**src/rtl/seq_alu_pkg.sv**
```systemverilog
// Shared codes and types for the sequential ALU and its multiply/divide engine.
// Latency: n/a (declarations only).
// Backpressure: n/a.
package seq_alu_pkg;

    // InstructionType encodings
    localparam logic [1:0] IT_ADD = 2'b00;
    localparam logic [1:0] IT_SUB = 2'b01;
    localparam logic [1:0] IT_FN  = 2'b10;
    localparam logic [1:0] IT_ILL = 2'b11;

    // Function encodings, only meaningful when InstructionType == IT_FN
    localparam logic [4:0] FN_AND  = 5'b00000;
    localparam logic [4:0] FN_OR   = 5'b00001;
    localparam logic [4:0] FN_ADD  = 5'b00010;
    localparam logic [4:0] FN_SUB  = 5'b00011;
    localparam logic [4:0] FN_SLT  = 5'b00100;
    localparam logic [4:0] FN_SLL  = 5'b00101;
    localparam logic [4:0] FN_SRL  = 5'b00110;
    localparam logic [4:0] FN_SRA  = 5'b00111;
    localparam logic [4:0] FN_MULU = 5'b01000;
    localparam logic [4:0] FN_MUL  = 5'b01001;
    localparam logic [4:0] FN_DIVU = 5'b01010;
    localparam logic [4:0] FN_DIV  = 5'b01011;

    // Control FSM: IDLE accepts work, ITER runs the engine, FIX post-processes
    typedef enum logic [1:0] {
        IDLE = 2'b00,
        ITER = 2'b01,
        FIX  = 2'b10
    } state_t;

    // True for the four iterative opcodes
    function automatic logic is_muldiv_fn(input logic [4:0] fn);
        return (fn == FN_MULU) || (fn == FN_MUL) || (fn == FN_DIVU) || (fn == FN_DIV);
    endfunction

endpackage

```
**src/rtl/seq_alu_muldiv.sv**
```systemverilog
// Iterative unsigned engine: shift-add multiply or restoring divide, one step per iterate.
// Latency: WIDTH iterate cycles after load; done_iter flags the final step.
// Backpressure: none; steps only when iterate=1, otherwise holds its state.
//
// Ports: load/is_div/a_mag/b_mag start an operation on magnitudes; iterate advances one step;
// lo = product low / quotient, hi = product high / remainder; done_iter = current step is the last.
module seq_alu_muldiv
    import seq_alu_pkg::*;
#(
    parameter int WIDTH = 32
) (
    input  logic             clk,
    input  logic             rst_n,
    input  logic             load,
    input  logic             is_div,
    input  logic             iterate,
    input  logic [WIDTH-1:0] a_mag,
    input  logic [WIDTH-1:0] b_mag,
    output logic [WIDTH-1:0] lo,
    output logic [WIDTH-1:0] hi,
    output logic             done_iter
);

    localparam int CW = $clog2(WIDTH + 1);

    logic [CW-1:0]    cnt;
    logic             mode_div;
    logic [WIDTH-1:0] opb;   // multiplicand or divisor, constant through the operation
    logic [WIDTH-1:0] acc;   // running product high word or partial remainder
    logic [WIDTH-1:0] sreg;  // multiplier bits shifting out / dividend bits becoming quotient

    logic [WIDTH:0] add_sum;
    logic [WIDTH:0] rem_shift;
    logic [WIDTH:0] rem_diff;

    always_comb begin
        add_sum   = {1'b0, acc} + {1'b0, opb};
        rem_shift = {acc, sreg[WIDTH-1]};
        rem_diff  = rem_shift - {1'b0, opb};
    end

    // Asserted while the step that completes the operation is being taken,
    // so the controller can leave ITER on the same edge.
    assign done_iter = (cnt == CW'(WIDTH - 1));
    assign lo        = sreg;
    assign hi        = acc;

    always_ff @(posedge clk or negedge rst_n) begin
        if (!rst_n) begin
            cnt      <= '0;
            mode_div <= 1'b0;
            opb      <= '0;
            acc      <= '0;
            sreg     <= '0;
        end else if (load) begin
            cnt      <= '0;
            mode_div <= is_div;
            acc      <= '0;
            if (is_div) begin
                sreg <= a_mag;
                opb  <= b_mag;
            end else begin
                sreg <= b_mag;
                opb  <= a_mag;
            end
        end else if (iterate) begin
            cnt <= cnt + CW'(1);
            if (mode_div) begin
                // rem_diff[WIDTH] set means the trial subtraction went negative: restore
                if (!rem_diff[WIDTH]) begin
                    acc  <= rem_diff[WIDTH-1:0];
                    sreg <= {sreg[WIDTH-2:0], 1'b1};
                end else begin
                    acc  <= rem_shift[WIDTH-1:0];
                    sreg <= {sreg[WIDTH-2:0], 1'b0};
                end
            end else begin
                // The carry out of the add lands in the top of acc after the shift
                if (sreg[0]) begin
                    {acc, sreg} <= {add_sum, sreg[WIDTH-1:1]};
                end else begin
                    {acc, sreg} <= {1'b0, acc, sreg[WIDTH-1:1]};
                end
            end
        end
    end

endmodule

```
**src/rtl/seq_alu.sv**
```systemverilog
// Multicycle ALU with start/busy/done handshake, registered results and iterative MUL/DIV.
// Latency: 1 cycle for simple ops; WIDTH+1 cycles for MUL/MULU/DIV/DIVU.
// Backpressure: start is ignored (not queued) while busy=1; a start in the done cycle is accepted.
//
// Ports: clk, rst_n; start, BussA, BussB, InstructionType, Function in;
// Output, OutputHi, CarryOut, zero, overflow, negative, busy, done, div_by_zero out.
module seq_alu
    import seq_alu_pkg::*;
#(
    parameter int WIDTH = 32
) (
    input  logic             clk,
    input  logic             rst_n,
    input  logic             start,
    input  logic [WIDTH-1:0] BussA,
    input  logic [WIDTH-1:0] BussB,
    input  logic [1:0]       InstructionType,
    input  logic [4:0]       Function,
    output logic [WIDTH-1:0] Output,
    output logic [WIDTH-1:0] OutputHi,
    output logic             CarryOut,
    output logic             zero,
    output logic             overflow,
    output logic             negative,
    output logic             busy,
    output logic             done,
    output logic             div_by_zero
);

    localparam int SHW = $clog2(WIDTH);
    localparam logic [WIDTH-1:0] MIN_VAL = {1'b1, {(WIDTH-1){1'b0}}};

    state_t state_q, state_d;
    logic   accept;
    logic   load, iterate, fix;

    // ---------------- decode ----------------
    logic is_md, md_div, md_signed;

    always_comb begin
        is_md     = (InstructionType == IT_FN) && is_muldiv_fn(Function);
        md_div    = (Function == FN_DIVU) || (Function == FN_DIV);
        md_signed = (Function == FN_MUL) || (Function == FN_DIV);
    end

    assign accept = start && !busy;

    // ---------------- FSM ----------------
    always_ff @(posedge clk or negedge rst_n) begin
        if (!rst_n) begin
            state_q <= IDLE;
        end else begin
            state_q <= state_d;
        end
    end

    always_comb begin
        state_d = state_q;
        case (state_q)
            IDLE:    if (start && is_md) state_d = ITER;
            ITER:    if (done_iter)      state_d = FIX;
            FIX:                         state_d = IDLE;
            default:                     state_d = IDLE;
        endcase
    end

    always_comb begin
        busy    = (state_q != IDLE);
        load    = (state_q == IDLE) && start && is_md;
        iterate = (state_q == ITER);
        fix     = (state_q == FIX);
    end

    // ---------------- simple-op datapath ----------------
    logic [WIDTH-1:0] s_out;
    logic             s_carry, s_ovf;
    logic [WIDTH:0]   add_w, sub_w;
    logic [SHW-1:0]   shamt;

    always_comb begin
        add_w   = {1'b0, BussA} + {1'b0, BussB};
        // A + ~B + 1: the carry out is 1 exactly when no borrow occurs
        sub_w   = {1'b0, BussA} + {1'b0, ~BussB} + {{WIDTH{1'b0}}, 1'b1};
        shamt   = BussB[SHW-1:0];
        s_out   = '0;
        s_carry = 1'b0;
        s_ovf   = 1'b0;
        case (InstructionType)
            IT_ADD: begin
                s_out   = add_w[WIDTH-1:0];
                s_carry = add_w[WIDTH];
                s_ovf   = (BussA[WIDTH-1] == BussB[WIDTH-1]) && (add_w[WIDTH-1] != BussA[WIDTH-1]);
            end
            IT_SUB: begin
                s_out   = sub_w[WIDTH-1:0];
                s_carry = sub_w[WIDTH];
                s_ovf   = (BussA[WIDTH-1] != BussB[WIDTH-1]) && (sub_w[WIDTH-1] != BussA[WIDTH-1]);
            end
            IT_FN: begin
                case (Function)
                    FN_AND: s_out = BussA & BussB;
                    FN_OR:  s_out = BussA | BussB;
                    FN_ADD: begin
                        s_out   = add_w[WIDTH-1:0];
                        s_carry = add_w[WIDTH];
                        s_ovf   = (BussA[WIDTH-1] == BussB[WIDTH-1]) && (add_w[WIDTH-1] != BussA[WIDTH-1]);
                    end
                    FN_SUB: begin
                        s_out   = sub_w[WIDTH-1:0];
                        s_carry = sub_w[WIDTH];
                        s_ovf   = (BussA[WIDTH-1] != BussB[WIDTH-1]) && (sub_w[WIDTH-1] != BussA[WIDTH-1]);
                    end
                    FN_SLT: s_out = {{(WIDTH-1){1'b0}}, ($signed(BussA) < $signed(BussB))};
                    FN_SLL: s_out = BussA << shamt;
                    FN_SRL: s_out = BussA >> shamt;
                    FN_SRA: s_out = $unsigned($signed(BussA) >>> shamt);
                    default: s_out = '0;
                endcase
            end
            default: s_out = '0;
        endcase
    end

    // ---------------- MUL/DIV sign pre-processing ----------------
    logic [WIDTH-1:0] a_mag, b_mag;
    logic             sign_a_q, sign_b_q, signed_q, div_q;
    logic [WIDTH-1:0] a_q, b_q;

    always_comb begin
        a_mag = (md_signed && BussA[WIDTH-1]) ? -BussA : BussA;
        b_mag = (md_signed && BussB[WIDTH-1]) ? -BussB : BussB;
    end

    // Raw operands are kept for the divide-by-zero and MIN/-1 special cases
    always_ff @(posedge clk or negedge rst_n) begin
        if (!rst_n) begin
            sign_a_q <= 1'b0;
            sign_b_q <= 1'b0;
            signed_q <= 1'b0;
            div_q    <= 1'b0;
            a_q      <= '0;
            b_q      <= '0;
        end else if (load) begin
            sign_a_q <= md_signed && BussA[WIDTH-1];
            sign_b_q <= md_signed && BussB[WIDTH-1];
            signed_q <= md_signed;
            div_q    <= md_div;
            a_q      <= BussA;
            b_q      <= BussB;
        end
    end

    // ---------------- iterative engine ----------------
    logic [WIDTH-1:0] md_lo, md_hi;
    logic             done_iter;

    seq_alu_muldiv #(.WIDTH(WIDTH)) u_muldiv (
        .clk       (clk),
        .rst_n     (rst_n),
        .load      (load),
        .is_div    (md_div),
        .iterate   (iterate),
        .a_mag     (a_mag),
        .b_mag     (b_mag),
        .lo        (md_lo),
        .hi        (md_hi),
        .done_iter (done_iter)
    );

    // ---------------- MUL/DIV sign post-processing ----------------
    logic [WIDTH-1:0]   m_out, m_hi, quo, rem;
    logic [2*WIDTH-1:0] prod_mag, prod;
    logic               m_ovf, m_dbz;

    always_comb begin
        prod_mag = {md_hi, md_lo};
        prod     = (signed_q && (sign_a_q ^ sign_b_q)) ? -prod_mag : prod_mag;
        // Truncating division: quotient sign = sign xor, remainder follows the dividend
        quo      = (signed_q && (sign_a_q ^ sign_b_q)) ? -md_lo : md_lo;
        rem      = (signed_q && sign_a_q) ? -md_hi : md_hi;
        m_out    = '0;
        m_hi     = '0;
        m_ovf    = 1'b0;
        m_dbz    = 1'b0;
        if (!div_q) begin
            m_out = prod[WIDTH-1:0];
            m_hi  = prod[2*WIDTH-1:WIDTH];
            if (signed_q) begin
                m_ovf = (prod[2*WIDTH-1:WIDTH] != {WIDTH{prod[WIDTH-1]}});
            end else begin
                m_ovf = (prod[2*WIDTH-1:WIDTH] != '0);
            end
        end else if (b_q == '0) begin
            m_out = '1;
            m_hi  = a_q;
            m_dbz = 1'b1;
        end else begin
            // MIN / -1 already yields MIN with remainder 0 after negation; only the flag is special
            m_out = quo;
            m_hi  = rem;
            m_ovf = signed_q && (a_q == MIN_VAL) && (b_q == '1);
        end
    end

    // ---------------- output registers ----------------
    always_ff @(posedge clk or negedge rst_n) begin
        if (!rst_n) begin
            Output      <= '0;
            OutputHi    <= '0;
            CarryOut    <= 1'b0;
            zero        <= 1'b0;
            overflow    <= 1'b0;
            negative    <= 1'b0;
            div_by_zero <= 1'b0;
            done        <= 1'b0;
        end else if (accept && !is_md) begin
            Output      <= s_out;
            OutputHi    <= '0;
            CarryOut    <= s_carry;
            zero        <= (s_out == '0);
            overflow    <= s_ovf;
            negative    <= s_out[WIDTH-1];
            div_by_zero <= 1'b0;
            done        <= 1'b1;
        end else if (fix) begin
            Output      <= m_out;
            OutputHi    <= m_hi;
            CarryOut    <= 1'b0;
            zero        <= (m_out == '0);
            overflow    <= m_ovf;
            negative    <= m_out[WIDTH-1];
            div_by_zero <= m_dbz;
            done        <= 1'b1;
        end else begin
            done        <= 1'b0;
        end
    end

endmodule

```
**config.mk**
```make
export PLATFORM = sky130hd
export DESIGN_NAME = seq_alu
export DESIGN_NICKNAME = d
export VERILOG_FILES = /design/src/rtl/seq_alu_pkg.sv /design/src/rtl/seq_alu_muldiv.sv /design/src/rtl/seq_alu.sv
export SDC_FILE = /design/constraint.sdc
export NUM_CORES = 2
export LEC_CHECK = 0
export ABC_AREA = 1
export CAP_MARGIN = 30
export CORE_MARGIN = 2
export CORE_UTILIZATION = 40
export CTS_BUF_LIST = sky130_fd_sc_hd__clkbuf_16
export CTS_CLUSTER_DIAMETER = 60
export CTS_CLUSTER_SIZE = 14
export DETAILED_ROUTE_END_ITERATION = 8
export GPL_ROUTABILITY_DRIVEN = 1
export PLACE_DENSITY = 0.65
export REMOVE_ABC_BUFFERS = 1
export SLEW_MARGIN = 20
export SYNTH_ARGS = -nofsm -noshare
export SYNTH_HDL_FRONTEND = slang
export SYNTH_SLANG_ARGS = --single-unit
```
**constraint.sdc**
```tcl
create_clock -name clk -period 2.9 [get_ports clk]
set_input_delay 0.29 -clock clk [delete_from_list [all_inputs] [get_ports clk]]
set_output_delay 0.29 -clock clk [all_outputs]
set_load 0.005 [all_outputs]
```
==> flow_summary.toml <==
[timing]
final.period_utilization_pct = 100.9
slew_viol_final = 0
finalHoldViolCount = 0
finalSetupViolCount = 9
worst_clock_skew_ns = 0.02238
max_freq_mhz = 341.9
relSlewSlack_pct = 28.29
period_minus_slack_ns = 2.925
grt_setup_unrepaired = "yes"
worst_slew_pin_slew_ns = 1.072
setup_ws_ns = -0.02472

[logic_synthesis]
syn-cell-area_mm2 = 0.03004
synthFlopType = "dfrtp_1"
syn_inst = 5024
seq_area_frac_synth_pct = 20.08
synthArstFlopShare_pct = 100.0
synth_area_leader_cell = "dfrtp_1"
synth.area.top_cells = "dfrtp_1 20%, nand2_1 18%, nand3_1 8.6%, ha_1 7.4%, inv_1 6.1%"
yosysWarningCount = 0
avgSynthCellArea_um2 = 5.979
synth_seq_cells = 241
yosysTopAreaCellShare_pct = 20.08
ys_types = 67
synth_edf_count = 0

[detailed_routing]
drc = 0
num_vias = 40270
detail-route-antenna-nets = 0
vias_per_cell = 5.744
finalWirelength_um = 169400
dr.first_iter.drc_count = 4045
avgRoutedWirePerCell_um = 24.16
first_pass_iters = 6

[finish]
fin_util_pct = 56.09
syn_to_final_growth_pct = 39.00
drive_above_1_share_pct = 23.74
fillerInstances = 7651
layout_common_cells = "1401 x nand2_1, 1012 x buf_4, 507 x nand3_1"
layout_commonest_cell = "nand2_1"
final_nets = 6286

[power]
power_density_mw_per_mm2 = 617.1
finalPower_w = 0.02577
p_leak_nw = 20.55
ir_drop_uv = 531.4

[global_route]
grt_use_total_pct = 42.00
grt_pass1_wl_um = 241600
antenna_found_initial = 2
grt_max_degree = 67
grt_pass1_vias = 38431
grt_remaining_overflow = 0

[placed_design]
gp_congestion = 1.119
port_buffers = 144
pre_cts_ws_ns = -0.7689
dp_hpwl_um = 138900

[critical_path]
worstSetupPathType = "reg -> reg"
crit_fanout = 10
cp.required_ns = 3.39
r2r_cells = 9
r2r_end = "Output[24]$_DFFE_PN0P_"
cpPeakStageDelay_ns = 0.51
critical_path.cell_chain = "nor4_1, nand4_1, nor2_2, nand2_1, buf_4, nor2_2, clkinvlp_4, buf_4, o2111ai_1"
cp_data_arrival_time_ns = 3.41
critPathCaptureType = "register"
worstReg2RegStart = "b_q[24]$_DFFE_PN0P_"
startpoint_type = "register"
cpMaxStageDelayCell = "nor4_1"
r2r_slack_ns = -0.02

[worst_hold_path]
hold_class = "in -> reg"
hold_path_end = "b_q[1]$_DFFE_PN0P_"
hp-start = "BussB[1]"
hold_depth = 4

[clock_network]
clockRootBuffer = "clkbuf_16"
cts.sinks = 241
htreeDepth = 1
cts_made_buffers = 24
clock_path_buffers = 3
path_clk_slew_ns = 0.07
cts_tree = "built"
worstSkewPairLatency_ns = 0.58

[floorplan]
rows = 100
die_area_mm2 = 0.07731
die_w_um = 278.0
start_util_pct = 40.35
coreArea_mm2 = 0.07445
io_pins = 145
die_y_um = 278.0

[status]
run_status = "complete, but fails checks"
violations = "negative setup slack"

[run]
drv_cap = 0
registers in the layout, summed over array words and instances, names as in the netlist:
register / cells
OutputHi: 32
div_by_zero: 1
sign_a_q: 1
overflow: 1
state_q: 2
u_muldiv.lo: 32
done: 1
zero: 1
b_q: 32
CarryOut: 1
u_muldiv.hi: 32
sign_b_q: 1
Output: 32
u_muldiv.mode_div: 1
u_muldiv.cnt: 6
signed_q: 1
u_muldiv.opb: 32
a_q: 32
metrics by stage:
stage	std cells	hold WS (ns)	instance area (µm²)	TNS, ns
after floorplan	4803	-0.005591	28960	-339.12
after global placement	6945	0.3109	39810	-26.62
after detailed placement	6945	0.3053	39810	-31.02
after CTS	6990	0.2677	40800	-0.3266
after global routing	7010	0.2962	41750	-0.9375
final	7011	0.2788	41750	-0.1515
synth_stat cells, drive strengths merged, types with 9 or more instances:
cell	count
nand2	1458
nand3	523
inv	522
nor2	520
o21ai	403
a21oi	331
dfrtp	241
ha	177
xor2	136
clkbuf	113
buf	108
o211ai	77
nand4	67
nor3	53
o22ai	45
xnor2	26
nor4	24
a31oi	22
o2111ai	21
and2	16
o221ai	16
a22oi	14
o21a	14
a32o	10
o31ai	10
or2	10
a21o	9
nand3b	9
o21bai	9
layer usage:
layer  routed length, µm  track usage [%]
met5                   0                0
met4               15720            31.86
met3               13040            4.642
met2               78590            71.00
met1               62040            48.95
what timing repair did:
| action | in CTS | in global routing |
|---|---|---|
| buffers inserted | 6 | 18 |
| cloned | 2 | 3 |
| pin swaps | 12 | 42 |
| hold buffers | 1 | 0 |
| setup endpoints to repair | 35 | 51 |
| hold endpoints to repair | 62 | 0 |
| gates resized for setup | 52 | 239 |
cell type report:
| type | instances | area [µm²] | area share, % |
|---|---|---|---|
| tap | 969 | 1212 | 2.904 |
| antenna | 1 | 2.502 | 0.005993 |
| clock buffer | 24 | 600.6 | 1.438 |
| multi-input combinational | 4037 | 21850 | 52.34 |
| sequential | 241 | 6041 | 14.47 |
| clock inverter | 12 | 118.9 | 0.2847 |
| inverter | 525 | 1981 | 4.744 |
| timing repair buffer | 1202 | 9945 | 23.82 |
worst max-delay path by stage:
stage	startpoint	end	cells after the start
6_report	b_q[24]$_DFFE_PN0P_	Output[24]$_DFFE_PN0P_	9
3_3_place_gp	BussB[18]	zero$_DFFE_PN0P_	21
3_5_place_dp	BussA[0]	zero$_DFFE_PN0P_	21
5_1_grt	u_muldiv.hi[2]$_DFFE_PN0P_	overflow$_DFFE_PN0P_	25
2_1_floorplan	Function[4]	u_muldiv.lo[17]$_DFFE_PN0P_	9
4_1_cts	u_muldiv.lo[31]$_DFFE_PN0P_	u_muldiv.hi[11]$_DFFE_PN0P_	20
where the power goes:
part           total, W  switching (W)  internal [W]
sequential      0.00511        0.00109       0.00403
clock           0.00312        0.00151       0.00161
combinational    0.0175         0.0104       0.00717
critical path, delay by kind of cell, from the launching register on:
| kind | cells | cell delay, ns |
|---|---|---|
| AOI/OAI and AO/OA | 1 | 0.12 |
| and+or+nand+nor | 5 | 1.68 |
| buffers and inverters | 3 | 0.62 |
| DFF | 1 | 0.40 |
kinds of logic after synthesis:
kind of cell / count (synthesis) / share of synthesized area, %
and+or+nand+nor: 2684 / 37.97
DFF: 241 / 20.08
AOI/OAI and AO/OA: 1009 / 19.37
xor gates and xnor gates: 162 / 4.723
adders and majority gates: 181 / 7.639
buffers and inverters: 746 / 10.19
muxes: 1 / 0.03332
(Power assumes the default switching activity.)
